--- src/rtl/twiddle_pkg.sv ---
// Shared constants and elaboration-time helpers for the twiddle-factor generator.
package twiddle_pkg;

  // Quadrant encoding: the two MSBs of the index k.
  localparam logic [1:0] QUAD_0 = 2'd0;
  localparam logic [1:0] QUAD_1 = 2'd1;
  localparam logic [1:0] QUAD_2 = 2'd2;
  localparam logic [1:0] QUAD_3 = 2'd3;

  // Sweep sequencer states.
  typedef enum logic [1:0] {
    SW_IDLE  = 2'd0,
    SW_ISSUE = 2'd1,
    SW_DRAIN = 2'd2
  } sweep_state_e;

  // T(m) = round-half-away(cos(2*pi*m/N) * 2^frac), N = 2^log2n.
  // Only ever evaluated as a constant while building the table.
  function automatic logic [63:0] cos_fixed(int log2n, int frac, int m);
    real ang;
    real v;
    ang = 2.0 * 3.14159265358979323846 * real'(m) / real'(1 << log2n);
    v   = $cos(ang) * (2.0 ** frac);
    if (v >= 0.0) return 64'(longint'($floor(v + 0.5)));
    else          return 64'(-longint'($floor(-v + 0.5)));
  endfunction

  // +/-1.0 needs FRAC fraction bits, one integer bit and a sign bit.
  function automatic bit width_ok(int w, int frac);
    return (w >= frac + 2);
  endfunction

endpackage

--- src/rtl/twiddle_qrom.sv ---
// Combinational dual-read quarter-wave cosine table, entries T(0)..T(N/4).
// The address space is rounded up to a power of two; unused slots read 0.
module twiddle_qrom #(
  parameter int LOG2N = 5,
  parameter int W     = 36,
  parameter int FRAC  = 32
) (
  input  logic [LOG2N-2:0] addr_a,
  input  logic [LOG2N-2:0] addr_b,
  output logic [W-1:0]     data_a,
  output logic [W-1:0]     data_b
);
  import twiddle_pkg::*;

  localparam int DEPTH = 1 << (LOG2N - 1);
  localparam int QN    = 1 << (LOG2N - 2);

  logic [W-1:0] rom [DEPTH];

  for (genvar m = 0; m < DEPTH; m++) begin : g_rom
    localparam logic [63:0] VAL = (m <= QN) ? cos_fixed(LOG2N, FRAC, m) : 64'd0;
    assign rom[m] = W'(VAL);
  end

  assign data_a = rom[addr_a];
  assign data_b = rom[addr_b];

endmodule

--- src/rtl/twiddle_gen.sv ---
// Pipelined twiddle-factor generator: W = cos(2*pi*k/N) +/- j*sin(2*pi*k/N).
// External index requests or an internal per-stage sweep feed a two-stage
// elastic pipeline: S1 holds the quadrant fold, S2 the table read and negation.
module twiddle_gen #(
  parameter int LOG2N = 5,
  parameter int W     = 36,
  parameter int FRAC  = 32
) (
  input  logic                      clk,
  input  logic                      rst_n,
  input  logic                      inverse,
  input  logic                      in_valid,
  output logic                      in_ready,
  input  logic [LOG2N-1:0]          in_index,
  input  logic                      start,
  input  logic [$clog2(LOG2N)-1:0]  stage,
  output logic                      busy,
  output logic                      out_valid,
  input  logic                      out_ready,
  output logic [W-1:0]              w_r,
  output logic [W-1:0]              w_i,
  output logic [LOG2N-1:0]          out_index,
  output logic                      out_last
);
  import twiddle_pkg::*;

  localparam int SW   = $clog2(LOG2N);
  localparam int AW   = LOG2N - 1;          // table address: 0..N/4 inclusive
  localparam int HALF = 1 << (LOG2N - 1);   // sweep length N/2
  localparam int QN   = 1 << (LOG2N - 2);
  localparam logic [AW-1:0] J_LAST = AW'(HALF - 1);

  if (!width_ok(W, FRAC)) begin : g_bad_width
    $error("twiddle_gen: W must be at least FRAC+2");
  end
  if (LOG2N < 3 || LOG2N > 12) begin : g_bad_log2n
    $error("twiddle_gen: LOG2N must be in 3..12");
  end

  // Sweep sequencer
  sweep_state_e     state, state_nxt;
  logic [AW-1:0]    j_cnt;
  logic [SW-1:0]    s_lat;
  logic [LOG2N-1:0] sweep_mask, sweep_k;

  // S1 (fold) registers
  logic             s1_valid, s1_inv, s1_last;
  logic [1:0]       s1_q;
  logic [AW-1:0]    s1_r, s1_rc;
  logic [LOG2N-1:0] s1_index;

  // Handshake and source selection
  logic             s2_load, s1_adv, s1_load, idle;
  logic             ext_fire, sweep_fire;
  logic [LOG2N-1:0] src_k;
  logic [AW-1:0]    src_r;

  // S2 datapath
  logic [W-1:0]     t_a, t_b, cos_v, sin_v, wi_v;

  assign idle       = (state == SW_IDLE);
  assign s2_load    = !out_valid | out_ready;
  assign s1_adv     = s1_valid & s2_load;
  assign s1_load    = !s1_valid | s1_adv;
  // start wins over a simultaneous external request; sweeps lock out requests.
  assign in_ready   = idle & !start & s1_load;
  assign ext_fire   = in_valid & in_ready;
  assign sweep_fire = (state == SW_ISSUE) & s1_load;

  // k = (j mod 2^(LOG2N-1-s)) * 2^s
  assign sweep_mask = LOG2N'((HALF >> s_lat) - 1);
  assign sweep_k    = (LOG2N'(j_cnt) & sweep_mask) << s_lat;
  assign src_k      = sweep_fire ? sweep_k : in_index;
  assign src_r      = AW'(src_k[LOG2N-3:0]);

  // Sweep state register
  always_ff @(posedge clk or negedge rst_n) begin
    if (!rst_n) state <= SW_IDLE;
    else        state <= state_nxt;
  end

  // Sweep next-state: issue N/2 indices, then wait for the last one to leave.
  always_comb begin
    state_nxt = state;
    busy      = 1'b1;
    case (state)
      SW_IDLE: begin
        busy = 1'b0;
        if (start) state_nxt = SW_ISSUE;
      end
      SW_ISSUE: if (sweep_fire && j_cnt == J_LAST) state_nxt = SW_DRAIN;
      SW_DRAIN: if (out_valid && out_ready && out_last) state_nxt = SW_IDLE;
      default:  state_nxt = SW_IDLE;
    endcase
  end

  // Sweep counter and latched stage; out-of-range stages clamp to the last one.
  always_ff @(posedge clk or negedge rst_n) begin
    if (!rst_n) begin
      j_cnt <= '0;
      s_lat <= '0;
    end else if (idle && start) begin
      j_cnt <= '0;
      s_lat <= (int'(stage) > LOG2N - 1) ? SW'(LOG2N - 1) : stage;
    end else if (sweep_fire) begin
      j_cnt <= j_cnt + 1'b1;
    end
  end

  // S1: register quadrant, folded offset r, its complement N/4-r and tags.
  always_ff @(posedge clk or negedge rst_n) begin
    if (!rst_n) begin
      s1_valid <= 1'b0;
      s1_q     <= '0;
      s1_r     <= '0;
      s1_rc    <= '0;
      s1_inv   <= 1'b0;
      s1_index <= '0;
      s1_last  <= 1'b0;
    end else if (s1_load) begin
      s1_valid <= ext_fire | sweep_fire;
      if (ext_fire || sweep_fire) begin
        s1_q     <= src_k[LOG2N-1:LOG2N-2];
        s1_r     <= src_r;
        s1_rc    <= AW'(QN) - src_r;
        s1_inv   <= inverse;
        s1_index <= src_k;
        s1_last  <= sweep_fire & (j_cnt == J_LAST);
      end
    end
  end

  twiddle_qrom #(.LOG2N(LOG2N), .W(W), .FRAC(FRAC)) u_qrom (
    .addr_a (s1_r),
    .addr_b (s1_rc),
    .data_a (t_a),
    .data_b (t_b)
  );

  // Quadrant unfold: pick T(r) / T(N/4-r) and negate per quadrant, then
  // flip the sine for the forward transform.
  always_comb begin
    cos_v = t_a;
    sin_v = t_b;
    case (s1_q)
      QUAD_0: begin cos_v = t_a;  sin_v = t_b;  end
      QUAD_1: begin cos_v = -t_b; sin_v = t_a;  end
      QUAD_2: begin cos_v = -t_a; sin_v = -t_b; end
      QUAD_3: begin cos_v = t_b;  sin_v = -t_a; end
      default: ;
    endcase
    wi_v = s1_inv ? sin_v : -sin_v;
  end

  // S2: output register; holds while stalled by out_ready.
  always_ff @(posedge clk or negedge rst_n) begin
    if (!rst_n) begin
      out_valid <= 1'b0;
      w_r       <= '0;
      w_i       <= '0;
      out_index <= '0;
      out_last  <= 1'b0;
    end else if (s2_load) begin
      out_valid <= s1_valid;
      out_last  <= s1_valid & s1_last;
      if (s1_valid) begin
        w_r       <= cos_v;
        w_i       <= wi_v;
        out_index <= s1_index;
      end
    end
  end

endmodule

--- config.mk ---
export PLATFORM = sky130hd
export DESIGN_NAME = twiddle_gen
export DESIGN_NICKNAME = d
export VERILOG_FILES = /design/src/rtl/twiddle_pkg.sv /design/src/rtl/twiddle_qrom.sv /design/src/rtl/twiddle_gen.sv
export SDC_FILE = /design/constraint.sdc
export NUM_CORES = 1
export LEC_CHECK = 0
export CORE_MARGIN = 10
export CORE_UTILIZATION = 58
export DETAILED_ROUTE_END_ITERATION = 8
export PLACE_DENSITY_LB_ADDON = 0.25
export SLEW_MARGIN = 20
export SYNTH_ARGS = -nofsm -noshare
export SYNTH_HDL_FRONTEND = slang
export SYNTH_SLANG_ARGS = --single-unit
--- constraint.sdc ---
create_clock -name clk -period 5.7 [get_ports clk]
set_input_delay 1.14 -clock clk [delete_from_list [all_inputs] [get_ports clk]]
set_output_delay 1.14 -clock clk [all_outputs]
set_load 0.01 [all_outputs]
=== Word level (Yosys, flattened, before mapping) ===
Memories as Yosys holds them, arrays and structs flattened.
Cells that the tools add are included.

* Register bits after elaboration: 105
* Memory bits (read-only): 1152
* Logic and storage cells: 80
* Memories kept: 2

{| class="wikitable"
|+ Memories
! memory !! words !! bits a word !! rd ports !! clocked after memory_dff !! wr ports !! line !! source
|-
| (name not given) || 16 || 36 || 1 || 0 || 0 || twiddle_qrom.sv:26 || <nowiki>assign data_b = rom[addr_b];</nowiki>
|-
| (name not given) || 16 || 36 || 1 || 0 || 0 || twiddle_qrom.sv:25 || <nowiki>assign data_a = rom[addr_a];</nowiki>
|}

* Add/subtract/negate cells: 6
* $lt $le $gt $ge: 3
* Eq/ne operators: 9
* Shifts and indexed selects: 2
* Multiplexer cells: 16
* Bitwise logic cells: 13
* Reductions and logical operators: 14

{| class="wikitable"
|+ Operators by type and width
! kind !! number
|-
| $pmux W36 S4 || 2
|-
| $mux W36 || 5
|-
| $neg A36 Y36 || 3
|-
| $ge A5 B5 Y1 const B || 2
|-
| $mux W4 || 2
|-
| $and A1 B1 Y1 || 7
|-
| $eq A2 B2 Y1 const B || 3
|-
| $mux W2 || 3
|-
| $pmux W2 S3 || 1
|-
| $and A4 B5 Y5 || 1
|-
| $mux W5 || 1
|-
| $not A3 Y5 || 1
|-
| $not A4 Y5 || 1
|-
| $shl A5 B3 Y5 || 1
|-
| $shr A5 B3 Y5 const A || 1
|-
| $sub A5 B2 Y5 const B || 1
|-
| $add A4 B1 Y4 const B || 1
|-
| $eq A2 B1 Y1 const B || 2
|-
| $eq A4 B4 Y1 const B || 1
|-
| $logic_and A1 B1 Y1 || 4
|-
| $logic_not A2 Y1 || 2
|-
| $ne A2 B2 Y1 const B || 2
|-
| $reduce_and A2 Y1 || 2
|-
| $sub A4 B3 Y4 const A || 1
|-
| other kinds (9) || 13
|}

=== Longest topological paths before layout ===
Gate-level depths: netlist of run 1.

* Depth in word-level cells: 8
* Mapped depth: 20
* Gate-level depth less buffers: 16

=== Cells and area by module ===
A second synthesis of run 1 with hierarchy kept.

* Cells, all modules: 1247
* Area, all modules: 9825.7 sq um

{| class="wikitable"
|+ By module, submodules not included
! module !! instances !! cells an instance !! area an instance (sq um)
|-
| twiddle_gen || 1 || 1099 || 8828.5
|-
| twiddle_qrom || 1 || 148 || 997.2
|}

=== Worst setup path before layout of run 1 ===
Ideal clock, no wire load.

* Path type: reg2reg
* Start point: register s1_rc[0]
* End point: register w_i[32]
* Library setup time: 0.125 ns
* Arrival: 4.239 ns
* Path slack: 1.337 ns
* Stages on the path, launching flop included: 20
* Clock period less this slack: 4.363 ns
* Cell sequence: dfrtp_1 -> buf_6 -> clkbuf_1 -> inv_1 -> ha_1 -> nand2b_1 -> nor2_1 -> inv_1 -> ha_1 -> and2_1 -> a41oi_1 -> or4_1 -> buf_4 -> o21ai_0 -> mux4_2 -> nand3_1 -> nor2_4 -> a31oi_2 -> xnor2_1 -> mux2_2

* Word-level cells in the longest chain between the ends: 8

{| class="wikitable"
|+ Ends and longest elaborated chain
! element !! line !! source
|-
| start, declared || twiddle_gen.sv:49 || <nowiki>logic [AW-1:0] s1_r, s1_rc;</nowiki>
|-
| start signal, assigned || twiddle_gen.sv:125 || <nowiki>s1_rc <= AW'(QN) - src_r;</nowiki>
|-
| $not A4 Y5 (not written as such) (*) || twiddle_qrom.sv:26 ||
|-
| $mem_v2 Z16 W36 (*) || - ||
|-
| $mux W36 (not written as such) (*) (2 in a row) || twiddle_qrom.sv:26 ||
|-
| $neg A36 Y36 || twiddle_gen.sv:148 || <nowiki>QUAD_2: begin cos_v = -t_a; sin_v = -t_b; end</nowiki>
|-
| $pmux W36 S4 (*) || twiddle_gen.sv:145 || <nowiki>case (s1_q)</nowiki>
|-
| $neg A36 Y36 || twiddle_gen.sv:152 || <nowiki>wi_v = s1_inv ? sin_v : -sin_v;</nowiki>
|-
| $mux W36 (*) || twiddle_gen.sv:152 ||
|-
| end signal, assigned || twiddle_gen.sv:168 || <nowiki>w_i <= wi_v;</nowiki>
|-
| end, declared || twiddle_gen.sv:21 || <nowiki>output logic [W-1:0] w_i,</nowiki>
|}

Mark *: on every way between the ends. The rest lies on a longest branch, timed or not. The select of a mux whose other input is x is not followed.
A chain may end at the register's enable or synchronous reset.

=== Worst setup path in the final report of run 1 ===
* Start point: register s1_rc[1]
* End point: register w_i[32]

The elaborated chain is that of the path after synthesis.

==> run metrics, run 1 <==
outcome=complete, no violations; min Tclk post-route=4.89 ns; worst slack, placed=0.974 ns; Synthesized Nets=1069; WP buf/inv=2; initial core utilization=59.1%; top cell type's share of synthesized area=30.2%; Setup Skew=0.0156 ns; hold-fix buffers at CTS=0; post-CTS setup buffer count=0; Total GRT Usage=28.7%; Die Wd=139 um; cell area after placement=9150 um2; synth top area cells=dfrtp_1 (30%), nand2_1 (8.0%), mux4_2 (4.4%); dominant cell type by area after synthesis=dfrtp_1; I/O pins=95; synthesized area per cell=7.94 um2; Seq/Total Area, Yosys=30.2%; antenna fix cells=0; critical path's top delay family=simple AND/OR/NAND/NOR gates; post-CTS sizing=0; DR vias/cell=6.75; post-route setup slack=0.808 ns; First DRT Iteration DRCs=1138; vias post-DR=8493; Final period util=85.8%; TritonCTS clock tree=yes; CTS Buf Count=9; final hold vios=0; vias in the first global route=7937; initial antenna violation count=0; clk_lat worst skew=0.37 ns; Post-Syn Area=8210 um2; slowest cell on the critical path=dfrtp_1; YS warnings=0; Netlist cell types=86; ys flop type=dfrtp_1; Core Area=13900 um2; Sink Count=99; MaxCap Viol Count=0; Worst setup EP type=flip-flop; Max Slew Vio Count=0; Post-synth ARST share=100%; PortBufs=94; Slew @ Worst Pin=0.952 ns; Final Net Count=1108; Multi-input gate area=5320 um2; Crit Path Class=flip-flop to flip-flop; Worst Path Max Fanout=12; DRT Pass-1 Iters=6; CTS Root Cell=clkbuf_16; Area Overhead vs Synth=15.0%; crit path cell chain=inv_1 -> ha_1 -> nand2b_1 -> nor2_1 -> inv_1 -> ha_1 -> and2_1 -> a41oi_1 -> or4_1 -> o21ai_1 -> o221ai_1 -> nand2_1 -> nor4_4 -> a31oi_2 -> xnor2_1 -> mux2_2; data arrival time of the critical path=5.14 ns; nature of the critical path startpoint=flip-flop; design area=9440 um2; row cnt=43; final setup vio count=0; final setup TNS=0 ns; Min-Delay Path Class=flip-flop to flip-flop; HPWL after detailed placement=21600 um; CTS clk-pin slew, worst paths=0.08 ns; remaining global-route overflow=0; largest net degree at the start of global routing=98; CP peak stage delay=0.57 ns; Max Buffers Root-to-Sink=2; DRT Wirelength=28800 um; Die Y=139 um; RSZ-0062 raised after global routing=false; area occupied by registers=2480 um2; detailed-route DRC error count=0; layout cells sized above 1=8.44%; critical path required time=5.94 ns; relative slew slack=36.6%; number of synthesized flops with an enable pin=0; first-pass GRT wire length=45300 um; Detail Route Antenna Nets=0; Placer Congestion=1.07; Syn Inst Count=1034; Final Util=68.0%; wire per inst=22.9 um; die area=19300 um2; Fillers=1172; FMAX=0.204 GHz; H-tree Lvls=3; synthesized flop and latch total=99
final timing paths:
check                         start      end  slack [ns]  depth (start not counted)
max                        s1_rc[1]  w_i[32]        0.81                         16
min                         w_r[17]  w_r[17]        0.48                          2
max reg2reg                s1_rc[1]  w_i[32]        0.81                         16
min reg2reg                 w_r[17]  w_r[17]        0.48                          2
max in group asynchronous     rst_n  w_r[23]        3.82                          2
min in group asynchronous     rst_n  w_r[15]        0.78                          1
kinds of logic (layout without fill, tap and decap cells):
| group | after synthesis | count (layout) | synth area share, % |
|---|---|---|---|
| buf+inv | 99 | 143 | 5.12 |
| flops | 99 | 99 | 30.2 |
| simple gates | 420 | 420 | 24.6 |
| fa+ha+maj | 21 | 21 | 3.20 |
| xor+xnor | 35 | 35 | 3.73 |
| compound gates | 328 | 328 | 26.8 |
| mux | 32 | 32 | 6.42 |
placed cells by master (no fill, tap or decap), drive strengths merged, types with 5 or more instances in the layout:
cell type      count
xor2              14
a211oi            24
mux2i             11
a21oi             63
o21a               5
a31oi             21
nand3             16
o211ai            15
or2                9
and2               7
nand2            176
nor2              96
nand4              6
or3                6
a221oi            11
buf               16
o32ai              6
nand3b             7
xnor2             21
a21o              13
o21ai             95
nor4              10
mux2               5
inv               20
clkdlybuf4s50     93
nor2b             15
dfrtp             99
o31ai             16
nor3              27
ha                21
o311ai             6
o22ai              6
clkbuf            10
nand2b            27
mux4              16
registers in the layout, indices dropped and copies added, names as in the netlist:
name	count
s1_rc	4
j_cnt	4
s1_valid	1
w_r	36
out_index	5
out_valid	1
w_i	36
s1_index	2
s1_last	1
s1_q	2
s_lat	3
out_last	1
state	2
s1_inv	1
metal layers:
metal  vias to the layer above  track usage [%]  wire length, um
met1                      4037             37.4            11500
met4                         0             13.7             1510
li1                       3842                -                -
met5                         -                0                0
met2                       517             44.3            12800
met3                        97             6.44             2950
synthesized netlist by cell type, types with 21 or more instances:
library cell,instances
ha_1,21
a21oi_1,62
o21ai_0,69
nor3_1,27
nor2_1,92
xnor2_1,21
a211oi_1,24
nand2_1,176
clkbuf_1,47
nand2b_1,27
dfrtp_1,99
o21ai_1,26
stage by stage:
stage | hold WS [ns] | cells
3_3_place_gp | 0.458 | 1242
6_report | 0.475 | 1258
5_1_grt | 0.507 | 1258
2_1_floorplan | 0.447 | 1034
3_5_place_dp | 0.463 | 1242
4_1_cts | 0.480 | 1258
worst reg2reg max path: stages (launching register included):
cell      delay [ns]
dfrtp_1         0.57
inv_1           0.24
ha_1            0.31
nand2b_1        0.26
nor2_1          0.25
inv_1           0.11
ha_1            0.28
and2_1          0.18
a41oi_1         0.52
or4_1           0.44
o21ai_1         0.13
o221ai_1        0.43
nand2_1         0.16
nor4_4          0.29
a31oi_2         0.16
xnor2_1         0.18
mux2_2          0.27
layout make-up:
| cell class | count | area share, % |
|---|---|---|
| multi-input combinational | 836 | 56.4 |
| sequential | 99 | 26.3 |
| timing repair buffer | 109 | 11.1 |
| clock buffer | 10 | 2.43 |
| tap | 180 | 2.39 |
| inverter | 18 | 0.716 |
| clock inverter | 6 | 0.650 |
Power of run 1 is left out: the tool's default activity adds up to more than one toggle a clock period on the data nets, which glitch-free logic cannot reach.
==> run 2, diff against run 1 <==
SETUP_SLACK_MARGIN = 0.02   (was unset)
==> results of run 2 <==
The final DEF is identical to that of run 1; final timing and power are the same.
Power of run 2 is left out for the same reason.
